**src/rtl/pe_driver_if.sv**
```systemverilog
// Bundle of operand-buffer, PE and result handshake signals around pe_driver.
// master = the sequencer, slave = the surrounding buffers/PE/consumer.
interface pe_driver_if #(
    parameter int unsigned BIT_WIDTH  = 8,
    parameter int unsigned ADDR_WIDTH = 10,
    parameter int unsigned LEN_WIDTH  = 10
);
    logic                  i_start;
    logic [LEN_WIDTH-1:0]  i_len;
    logic [ADDR_WIDTH-1:0] i_data_base;
    logic [ADDR_WIDTH-1:0] i_weight_base;
    logic [BIT_WIDTH-1:0]  i_bias;
    logic                  o_rd_en;
    logic [ADDR_WIDTH-1:0] o_data_addr;
    logic [ADDR_WIDTH-1:0] o_weight_addr;
    logic [BIT_WIDTH-1:0]  i_data_rdata;
    logic [BIT_WIDTH-1:0]  i_weight_rdata;
    logic [BIT_WIDTH-1:0]  o_pe_data;
    logic                  o_pe_data_val;
    logic [BIT_WIDTH-1:0]  o_pe_weight;
    logic                  o_pe_weight_val;
    logic [BIT_WIDTH-1:0]  o_pe_psum;
    logic                  o_pe_psum_val;
    logic [BIT_WIDTH-1:0]  i_pe_psum;
    logic                  i_pe_psum_val;
    logic [BIT_WIDTH-1:0]  o_result;
    logic                  o_result_val;
    logic                  i_result_rdy;
    logic                  o_busy;
    logic                  o_err;

    modport master (
        input  i_start, i_len, i_data_base, i_weight_base, i_bias,
        input  i_data_rdata, i_weight_rdata, i_pe_psum, i_pe_psum_val, i_result_rdy,
        output o_rd_en, o_data_addr, o_weight_addr,
        output o_pe_data, o_pe_data_val, o_pe_weight, o_pe_weight_val, o_pe_psum, o_pe_psum_val,
        output o_result, o_result_val, o_busy, o_err
    );

    modport slave (
        output i_start, i_len, i_data_base, i_weight_base, i_bias,
        output i_data_rdata, i_weight_rdata, i_pe_psum, i_pe_psum_val, i_result_rdy,
        input  o_rd_en, o_data_addr, o_weight_addr,
        input  o_pe_data, o_pe_data_val, o_pe_weight, o_pe_weight_val, o_pe_psum, o_pe_psum_val,
        input  o_result, o_result_val, o_busy, o_err
    );
endinterface

```
**src/rtl/pe_driver.sv**
```systemverilog
// Serial dot-product sequencer for one MAC PE: fetch operand pair, issue to PE,
// fold the returned psum back as the next i_psum, then present the final sum.
module pe_driver #(
    parameter int unsigned BIT_WIDTH  = 8,
    parameter int unsigned ADDR_WIDTH = 10,
    parameter int unsigned LEN_WIDTH  = 10,
    parameter int unsigned RD_LAT     = 1,
    parameter int unsigned TIMEOUT    = 16
) (
    input  logic          clk,
    input  logic          rst,
    pe_driver_if.master   bus
);
    localparam int unsigned CNT_MAX = (TIMEOUT > RD_LAT) ? TIMEOUT : RD_LAT;
    localparam int unsigned CNT_W   = $clog2(CNT_MAX + 1);

    typedef enum logic [2:0] {S_IDLE, S_RD, S_WAIT_RD, S_ISSUE, S_WAIT_PSUM, S_DONE} state_e;

    state_e                state_q, state_d;
    logic [LEN_WIDTH-1:0]  len_q, len_d, idx_q, idx_d, idx_inc;
    logic [ADDR_WIDTH-1:0] dbase_q, dbase_d, wbase_q, wbase_d;
    logic [BIT_WIDTH-1:0]  acc_q, acc_d;
    logic [CNT_W-1:0]      cnt_q, cnt_d;
    logic                  err_q, err_d;
    logic                  rd_en_q, rd_en_d;
    logic [ADDR_WIDTH-1:0] daddr_q, daddr_d, waddr_q, waddr_d;
    logic [BIT_WIDTH-1:0]  pe_data_q, pe_data_d, pe_weight_q, pe_weight_d, pe_psum_q, pe_psum_d;
    logic                  pe_val_q, pe_val_d;
    logic [BIT_WIDTH-1:0]  result_q, result_d;
    logic                  result_val_q, result_val_d;
    logic                  busy_q, busy_d;

    always_ff @(posedge clk) begin
        if (rst) begin
            state_q      <= S_IDLE;
            len_q        <= '0;
            idx_q        <= '0;
            dbase_q      <= '0;
            wbase_q      <= '0;
            acc_q        <= '0;
            cnt_q        <= '0;
            err_q        <= 1'b0;
            rd_en_q      <= 1'b0;
            daddr_q      <= '0;
            waddr_q      <= '0;
            pe_data_q    <= '0;
            pe_weight_q  <= '0;
            pe_psum_q    <= '0;
            pe_val_q     <= 1'b0;
            result_q     <= '0;
            result_val_q <= 1'b0;
            busy_q       <= 1'b0;
        end else begin
            state_q      <= state_d;
            len_q        <= len_d;
            idx_q        <= idx_d;
            dbase_q      <= dbase_d;
            wbase_q      <= wbase_d;
            acc_q        <= acc_d;
            cnt_q        <= cnt_d;
            err_q        <= err_d;
            rd_en_q      <= rd_en_d;
            daddr_q      <= daddr_d;
            waddr_q      <= waddr_d;
            pe_data_q    <= pe_data_d;
            pe_weight_q  <= pe_weight_d;
            pe_psum_q    <= pe_psum_d;
            pe_val_q     <= pe_val_d;
            result_q     <= result_d;
            result_val_q <= result_val_d;
            busy_q       <= busy_d;
        end
    end

    always_comb begin
        state_d     = state_q;
        len_d       = len_q;
        idx_d       = idx_q;
        dbase_d     = dbase_q;
        wbase_d     = wbase_q;
        acc_d       = acc_q;
        cnt_d       = cnt_q;
        err_d       = err_q;
        pe_data_d   = pe_data_q;
        pe_weight_d = pe_weight_q;
        idx_inc     = idx_q + LEN_WIDTH'(1);

        case (state_q)
            S_IDLE: begin
                if (bus.i_start) begin
                    len_d   = bus.i_len;
                    dbase_d = bus.i_data_base;
                    wbase_d = bus.i_weight_base;
                    acc_d   = bus.i_bias;
                    idx_d   = '0;
                    err_d   = 1'b0;
                    state_d = (bus.i_len == '0) ? S_DONE : S_RD;
                end
            end
            S_RD: begin
                cnt_d   = '0;
                state_d = S_WAIT_RD;
            end
            // Read data is captured straight into the PE operand registers on its valid cycle.
            S_WAIT_RD: begin
                if (cnt_q == CNT_W'(RD_LAT - 1)) begin
                    pe_data_d   = bus.i_data_rdata;
                    pe_weight_d = bus.i_weight_rdata;
                    state_d     = S_ISSUE;
                end else begin
                    cnt_d = cnt_q + CNT_W'(1);
                end
            end
            S_ISSUE: begin
                cnt_d   = '0;
                state_d = S_WAIT_PSUM;
            end
            // A valid arriving on the expiry cycle still counts as a good return.
            S_WAIT_PSUM: begin
                if (bus.i_pe_psum_val) begin
                    acc_d   = bus.i_pe_psum;
                    idx_d   = idx_inc;
                    state_d = (idx_inc == len_q) ? S_DONE : S_RD;
                end else if (cnt_q == CNT_W'(TIMEOUT - 1)) begin
                    err_d   = 1'b1;
                    state_d = S_IDLE;
                end else begin
                    cnt_d = cnt_q + CNT_W'(1);
                end
            end
            S_DONE: begin
                if (bus.i_result_rdy) state_d = S_IDLE;
            end
            default: state_d = S_IDLE;
        endcase

        // Output registers are loaded from the next state so they line up with the state itself.
        rd_en_d      = (state_d == S_RD);
        daddr_d      = rd_en_d ? dbase_d + ADDR_WIDTH'(idx_d) : '0;
        waddr_d      = rd_en_d ? wbase_d + ADDR_WIDTH'(idx_d) : '0;
        pe_val_d     = (state_d == S_ISSUE);
        pe_psum_d    = pe_val_d ? acc_q : pe_psum_q;
        result_val_d = (state_d == S_DONE);
        result_d     = result_val_d ? acc_d : '0;
        busy_d       = (state_d != S_IDLE);
    end

    assign bus.o_rd_en         = rd_en_q;
    assign bus.o_data_addr     = daddr_q;
    assign bus.o_weight_addr   = waddr_q;
    assign bus.o_pe_data       = pe_data_q;
    assign bus.o_pe_weight     = pe_weight_q;
    assign bus.o_pe_psum       = pe_psum_q;
    assign bus.o_pe_data_val   = pe_val_q;
    assign bus.o_pe_weight_val = pe_val_q;
    assign bus.o_pe_psum_val   = pe_val_q;
    assign bus.o_result        = result_q;
    assign bus.o_result_val    = result_val_q;
    assign bus.o_busy          = busy_q;
    assign bus.o_err           = err_q;
endmodule

```
**src/flat_wrapper.sv**
```systemverilog
// flat-port wrapper written by rule: the top's interface ports become plain ports
module pe_driver_flat 
#(
    parameter int unsigned BIT_WIDTH  = 8,
    parameter int unsigned ADDR_WIDTH = 10,
    parameter int unsigned LEN_WIDTH  = 10,
    parameter int unsigned RD_LAT     = 1,
    parameter int unsigned TIMEOUT    = 16
)
  (clk, rst, bus_i_start, bus_i_len, bus_i_data_base, bus_i_weight_base, bus_i_bias, bus_i_data_rdata, bus_i_weight_rdata, bus_i_pe_psum, bus_i_pe_psum_val, bus_i_result_rdy, bus_o_rd_en, bus_o_data_addr, bus_o_weight_addr, bus_o_pe_data, bus_o_pe_data_val, bus_o_pe_weight, bus_o_pe_weight_val, bus_o_pe_psum, bus_o_pe_psum_val, bus_o_result, bus_o_result_val, bus_o_busy, bus_o_err);
  pe_driver_if #(.BIT_WIDTH(BIT_WIDTH), .ADDR_WIDTH(ADDR_WIDTH), .LEN_WIDTH(LEN_WIDTH)) bus_i ();
  input  logic clk;
  input  logic rst;
  input wire logic [$bits(bus_i.i_start)-1:0] bus_i_start;
  input wire logic [$bits(bus_i.i_len)-1:0] bus_i_len;
  input wire logic [$bits(bus_i.i_data_base)-1:0] bus_i_data_base;
  input wire logic [$bits(bus_i.i_weight_base)-1:0] bus_i_weight_base;
  input wire logic [$bits(bus_i.i_bias)-1:0] bus_i_bias;
  input wire logic [$bits(bus_i.i_data_rdata)-1:0] bus_i_data_rdata;
  input wire logic [$bits(bus_i.i_weight_rdata)-1:0] bus_i_weight_rdata;
  input wire logic [$bits(bus_i.i_pe_psum)-1:0] bus_i_pe_psum;
  input wire logic [$bits(bus_i.i_pe_psum_val)-1:0] bus_i_pe_psum_val;
  input wire logic [$bits(bus_i.i_result_rdy)-1:0] bus_i_result_rdy;
  output wire logic [$bits(bus_i.o_rd_en)-1:0] bus_o_rd_en;
  output wire logic [$bits(bus_i.o_data_addr)-1:0] bus_o_data_addr;
  output wire logic [$bits(bus_i.o_weight_addr)-1:0] bus_o_weight_addr;
  output wire logic [$bits(bus_i.o_pe_data)-1:0] bus_o_pe_data;
  output wire logic [$bits(bus_i.o_pe_data_val)-1:0] bus_o_pe_data_val;
  output wire logic [$bits(bus_i.o_pe_weight)-1:0] bus_o_pe_weight;
  output wire logic [$bits(bus_i.o_pe_weight_val)-1:0] bus_o_pe_weight_val;
  output wire logic [$bits(bus_i.o_pe_psum)-1:0] bus_o_pe_psum;
  output wire logic [$bits(bus_i.o_pe_psum_val)-1:0] bus_o_pe_psum_val;
  output wire logic [$bits(bus_i.o_result)-1:0] bus_o_result;
  output wire logic [$bits(bus_i.o_result_val)-1:0] bus_o_result_val;
  output wire logic [$bits(bus_i.o_busy)-1:0] bus_o_busy;
  output wire logic [$bits(bus_i.o_err)-1:0] bus_o_err;
  assign bus_i.i_start = bus_i_start;
  assign bus_i.i_len = bus_i_len;
  assign bus_i.i_data_base = bus_i_data_base;
  assign bus_i.i_weight_base = bus_i_weight_base;
  assign bus_i.i_bias = bus_i_bias;
  assign bus_i.i_data_rdata = bus_i_data_rdata;
  assign bus_i.i_weight_rdata = bus_i_weight_rdata;
  assign bus_i.i_pe_psum = bus_i_pe_psum;
  assign bus_i.i_pe_psum_val = bus_i_pe_psum_val;
  assign bus_i.i_result_rdy = bus_i_result_rdy;
  assign bus_o_rd_en = bus_i.o_rd_en;
  assign bus_o_data_addr = bus_i.o_data_addr;
  assign bus_o_weight_addr = bus_i.o_weight_addr;
  assign bus_o_pe_data = bus_i.o_pe_data;
  assign bus_o_pe_data_val = bus_i.o_pe_data_val;
  assign bus_o_pe_weight = bus_i.o_pe_weight;
  assign bus_o_pe_weight_val = bus_i.o_pe_weight_val;
  assign bus_o_pe_psum = bus_i.o_pe_psum;
  assign bus_o_pe_psum_val = bus_i.o_pe_psum_val;
  assign bus_o_result = bus_i.o_result;
  assign bus_o_result_val = bus_i.o_result_val;
  assign bus_o_busy = bus_i.o_busy;
  assign bus_o_err = bus_i.o_err;
  pe_driver #(.BIT_WIDTH(BIT_WIDTH), .ADDR_WIDTH(ADDR_WIDTH), .LEN_WIDTH(LEN_WIDTH), .RD_LAT(RD_LAT), .TIMEOUT(TIMEOUT)) u_core (.clk(clk), .rst(rst), .bus(bus_i));
endmodule
```
**config.mk**
```make
export PLATFORM = sky130hd
export DESIGN_NAME = pe_driver_flat
export DESIGN_NICKNAME = d
export VERILOG_FILES = /design/src/rtl/pe_driver_if.sv /design/src/rtl/pe_driver.sv /design/src/flat_wrapper.sv
export SDC_FILE = /design/constraint.sdc
export NUM_CORES = 1
export LEC_CHECK = 0
export CAP_MARGIN = 15
export CELL_PAD_IN_SITES_DETAIL_PLACEMENT = 1
export CELL_PAD_IN_SITES_GLOBAL_PLACEMENT = 2
export CORE_MARGIN = 3
export CORE_UTILIZATION = 29
export CTS_CLUSTER_DIAMETER = 120
export DETAILED_ROUTE_END_ITERATION = 8
export PLACE_DENSITY = 0.86
export REMOVE_ABC_BUFFERS = 1
export SYNTH_ARGS = -nofsm -noshare
export SYNTH_HDL_FRONTEND = slang
export SYNTH_SLANG_ARGS = --single-unit
```
**constraint.sdc**
```tcl
create_clock -name clk -period 5.4 [get_ports clk]
set_input_delay 1.62 -clock clk [delete_from_list [all_inputs] [get_ports clk]]
set_output_delay 1.62 -clock clk [all_outputs]
set_load 0.02 [all_outputs]
```
---- Yosys cells after proc, flatten, opt, wreduce, memory -nomap -nowiden ----
Index checks and enable logic that the tools add are counted.
operators by class
  add/sub/neg operators ................... 4
  multiply operators ...................... 0
  divide/modulo/power cells ............... 0
  order comparisons ....................... 0
  eq/ne operators ......................... 15
  shift-type cells ........................ 0
  multiplexer cells ....................... 26
  bitwise logic cells ..................... 2
  reduce and logical (&&, ||, !) cells .... 13
operators by type and width
  operator               count
  $mux 10                6
  $mux 3                 7
  $add 10x10->10         2
  $pmux 10 s2            1
  $pmux 3 s6             1
  $mux 8                 2
  $pmux 8 s2             1
  $mux 5                 3
  $pmux 5 s3             1
  $add 10x1->10 const B  1
  $eq 10x10->1           1
  $logic_not 10->1       1
  $eq 3x2->1 const B     3
  $eq 3x3->1 const B     3
  $ne 2x2->1 const B     4
  $reduce_and 4->1       2
  $eq 3x1->1 const B     2
  $reduce_bool 3->1      2
  $reduce_or 2->1        3
  $add 5x1->5 const B    1
  $eq 5x4->1 const B     1
  $logic_not 5->1        1
  $reduce_and 2->1       2
  $logic_not 3->1        1
  5 further kinds        8
word-level totals
  register bits after elaboration ......... 113
  bits in latches ......................... 0
  RAM bits ................................ 0
  memory bits (read-only) ................. 0
  memories kept ........................... 0

---- Logic depth before layout (Yosys ltp) ----
  depth in word-level cells ............... 8
  gate-level depth with buffers ........... 16

---- Least setup slack after synthesis ----
Ideal clock, no wire load.
  path kind ............................... input -> register
  from .................................... input port bus_i_pe_psum_val
  to ...................................... register u_core.daddr_q[8] (netlist: u_core.bus.o_data_addr[8])
  library setup time ...................... 0.115 ns
  arrival ................................. 4.327 ns
  required time ........................... 5.285 ns
  path slack .............................. 0.958 ns
  cell stages on the path ................. 15
  buffers on the path ..................... 3
  cell sequence ........................... and2_1 -> buf_2 -> and2_0 -> clkbuf_1 -> nor2_1 -> buf_2 -> a22oi_1 -> inv_1 -> fa_1 -> a21o_1 -> a21oi_1 -> o21ai_0 -> o41ai_1 -> xnor2_1 -> and2_1
RTL lines
  what                    line                text
  start: declaration      flat_wrapper.sv:22  input wire logic [$bits(bus_i.i_pe_psum_val)-1:0] bus_i_pe_psum_val;
  $mux 10                 pe_driver.sv:120    if (bus.i_pe_psum_val) begin
  $pmux 10 s2             pe_driver.sv:88     case (state_q)
  net u_core.idx_d[1]     pe_driver.sv:20     logic [LEN_WIDTH-1:0] len_q, len_d, idx_q, idx_d, idx_inc;
  $add 10x10->10          pe_driver.sv:139    daddr_d = rd_en_d ? dbase_d + ADDR_WIDTH'(idx_d) : '0;
  end signal: assignment  pe_driver.sv:63     daddr_q <= daddr_d;
  end: declaration        pe_driver.sv:26     logic [ADDR_WIDTH-1:0] daddr_q, daddr_d, waddr_q, waddr_d;
The timed path passes the listed nets, and every way through them passes these cells.
A chain may end at the register's enable or synchronous reset.

---- Final worst setup path ----
Ends and elaborated chain as after synthesis.

==> results.json <==
{
  "final_util_pct": 41.13,
  "fin_cells": 1010,
  "max_stage_delay_ps": 580,
  "clkLatencyLatePin_ps": 410,
  "crit_top_cell": "and2_1",
  "pwr_density_cell_nw_per_um2": 340.8,
  "postLayoutCellArea_um2": 7440,
  "clock_sinks": 113,
  "crit_path_end_kind": "flop",
  "rsz0062_at_grt": "false",
  "gp_congestion": 0.8340,
  "worst_pin_slew_ps": 1007,
  "synth_cell_type_count": 68,
  "clockBufferDepth": 2,
  "outcome": "complete, no violations",
  "synth_area_leaders": "dfxtp_1 42%, nand2_1 11%, a21oi_1 7.0%",
  "criticalPathCategory": "in -> reg",
  "synth_edf_count": 0,
  "p_leak_nw": 2.913,
  "synthAdderAreaFrac_pct": 5.854,
  "period_share_pct": 90.57,
  "viasPerCell": 4.976,
  "wl_per_cell_um": 16.95,
  "yosys.area_share.simple_pct": 25.55,
  "grt.total_usage_pct": 17.11,
  "die_area_um2": 20250,
  "h-tree-depth": 4,
  "start_util_pct": 29.78,
  "cts_root_buf": "clkbuf_16",
  "antenna_found_initial": 0,
  "vdd_ir_drop_max_mv": 0.2212,
  "overflow": 0,
  "cp.required_ps": 5710,
  "post_cts_resize_count": 0,
  "drv_cap": 0,
  "synth_area_um2": 5386,
  "insertedDiodeCount": 0,
  "fin_skew_ps": 7.285,
  "tns_ps": 0,
  "synth_compound_area_share_pct": 17.98,
  "clkPwrFrac_pct": 45.8,
  "cts_tree": "built",
  "synth_cells": 653,
  "synth_ff_type": "dfxtp_1",
  "synth.top_cell.area_share_pct": 42.00,
  "hold_path_class": "reg -> reg",
  "drt_iter0_drc": 239,
  "cts_inserted_buffers": 17,
  "maxSlewViolCount": 0,
  "drcViolationCount": 0,
  "ios": 126,
  "postCtsSetupBuffers": 0,
  "ys_ff_latch": 113,
  "fp.dieW_um": 142.3,
  "fp.dieH_um": 142.3,
  "combPwrFrac_pct": 17.6,
  "fmax_mhz": 204.5,
  "hold_viol_final": 0,
  "syn_avg_cell_area_um2": 8.249,
  "grt_pass1_wl_um": 27910,
  "ant_nets": 0,
  "synth.mux.area_fraction_pct": 0.3717,
  "grt_max_degree": 72,
  "path_cells": "clkdlybuf4s50_1 > and2_1 > and2_0 > nor2_1 > a22oi_1 > inv_1 > fa_1 > a21o_1 > a21oi_1 > o21ai_0 > o41ai_1 > xnor2_1 > and2_1",
  "cp_max_fo": 9,
  "async_reset_ff_share_pct": 0,
  "areaGrowthSynthToFinish_pct": 38.12,
  "p_sw_mw": 0.6826,
  "critical_path.top_delay_family": "compound AO/OA/AOI/OAI gates",
  "whs_ps": 455.9,
  "yosys_warnings": 0,
  "swShare_pct": 26.92,
  "period_minus_slack_ps": 4891,
  "critPathBufInv": 2,
  "place_area_um2": 6827,
  "power_frac_seq_pct": 36.6,
  "drive_gt1_share_pct": 7.426,
  "yosysSeqAreaShare_pct": 42.00,
  "p_int_mw": 1.853,
  "clkTransAtPathRegs_ps": 50,
  "placed_cells": 979,
  "final_net_count": 860,
  "rows": 49,
  "synth_top_family_by_area": "simple AND/OR/NAND/NOR gates",
  "start_kind": "primary input",
  "dr.pass1.iters": 4,
  "setup_viol": 0,
  "portBuffers": 125,
  "synth_xor_area_share_pct": 3.856,
  "slowest_stage": "clkdlybuf4s50_1",
  "netlist.top_cell.by_area": "dfxtp_1",
  "relSlewSlack_pct": 32.70,
  "dp_hpwl_um": 12720,
  "wirelength_um": 17120,
  "grt_pass1_vias": 5498,
  "core_area_um2": 18090,
  "cp.arrival_ps": 5200,
  "ctsHoldBuffers": 0,
  "via_count": 5026
}
registers in the layout, summed over array words and instances (netlist names):
name	count
u_core.bus.o_rd_en	1
u_core.bus.o_result_val	1
u_core.wbase_q	10
u_core.bus.o_busy	1
u_core.idx_q	10
u_core.bus.o_result	8
u_core.bus.o_err	1
u_core.bus.o_pe_psum	8
u_core.bus.o_weight_addr	10
u_core.acc_q	8
u_core.state_q	3
u_core.bus.o_pe_data_val	1
u_core.bus.o_pe_weight	8
u_core.bus.o_pe_data	8
u_core.cnt_q	5
u_core.bus.o_data_addr	10
u_core.dbase_q	10
u_core.len_q	10
layer usage:
metal / vias to the layer above / global-route usage [%] / share of wire (%)
met5: - / 0 / 0
met4: 0 / 7.071 / 2.3
met3: 28 / 3.595 / 3.4
met2: 95 / 29.86 / 51
met1: 2422 / 20.41 / 43
li1: 2481 / - / -
metrics by stage:
stage | power, mW | setup slack (ps)
finish | 2.535 | 509.1
global route | 2.650 | 97.85
CTS | 2.567 | 533.7
detailed placement | 1.394 | 128.0
global placement | 1.373 | 305.1
floorplan | 1.184 | -344.6
kinds of logic (layout without fill, tap and decap cells):
| logic type | count (synthesis) | in the layout |
|---|---|---|
| muxes | 2 | 2 |
| adders and majority gates | 24 | 24 |
| xor gates and xnor gates | 22 | 22 |
| DFF | 113 | 113 |
| AOI/OAI and AO/OA | 154 | 154 |
| and+or+nand+nor | 285 | 285 |
| buffers and inverters | 53 | 181 |
power by group through the flow:
stage	Sequential, mW	Clock [mW]	Combinational (mW)
floorplan	0.967	0	0.217
global placement	0.943	0	0.430
detailed placement	0.947	0	0.448
CTS	0.929	1.18	0.453
global route	0.936	1.22	0.496
finish	0.929	1.16	0.446
cells in the mapped netlist (10+ instances only):
cell type	n
o21ai_0	23
xor2_1	11
ha_1	22
nor3_1	15
inv_1	14
xnor2_1	10
a21oi_1	75
buf_2	12
dfxtp_1	113
nor2_1	37
and2_1	22
nand2_1	151
clkbuf_1	20
final cells by class:
cell class / instances / area [um^2]
repair buffers: 136 / 1329
clock inverters: 10 / 132.6
multi-input cells: 487 / 2897
well taps: 229 / 286.5
fillers: 2131 / 10650
inverters: 14 / 52.55
clock buffers: 21 / 480.5
flip-flops and latches: 113 / 2262
worst paths after layout:
path | start | end | slack (ps) | cells after the start
hold reg to reg | u_core.bus.o_pe_psum[7]$_SDFFE_PP0N_ | u_core.bus.o_pe_psum[7]$_SDFFE_PP0N_ | 460 | 2
hold / removal | u_core.bus.o_pe_psum[7]$_SDFFE_PP0N_ | u_core.bus.o_pe_psum[7]$_SDFFE_PP0N_ | 460 | 2
setup reg to reg | u_core.state_q[2]$_SDFF_PP0_ | u_core.bus.o_data_addr[8]$_SDFF_PP0_ | 1600 | 12
setup / recovery | bus_i_pe_psum_val | u_core.bus.o_data_addr[8]$_SDFF_PP0_ | 510 | 13
cell usage in the layout, fill, tap and decap left out, types with 4 or more instances in the layout:
master and count:
and2_1 22, clkinv_2 4, nor2b_1 9, nor3_1 15, xnor2_1 10, dfxtp_1 113, a21o_1 4, nand3_1 8
nor4_1 5, and3_1 6, o31ai_1 4, ha_1 22, o21a_1 4, buf_4 11, nand2_1 151, clkbuf_8 4
a22oi_1 9, a21oi_1 75, a22o_1 8, inv_1 14, clkbuf_16 17, xor2_1 11, nand4_1 5, nor2_1 37
o21ai_0 23, clkdlybuf4s50_1 124
worst min-delay path, stage by stage, from the launching register on:
cell	delay, ps
dfxtp_1	300
nand2_1	50
a21oi_1	50
Note: power is estimated with default switching activity, not from simulation.
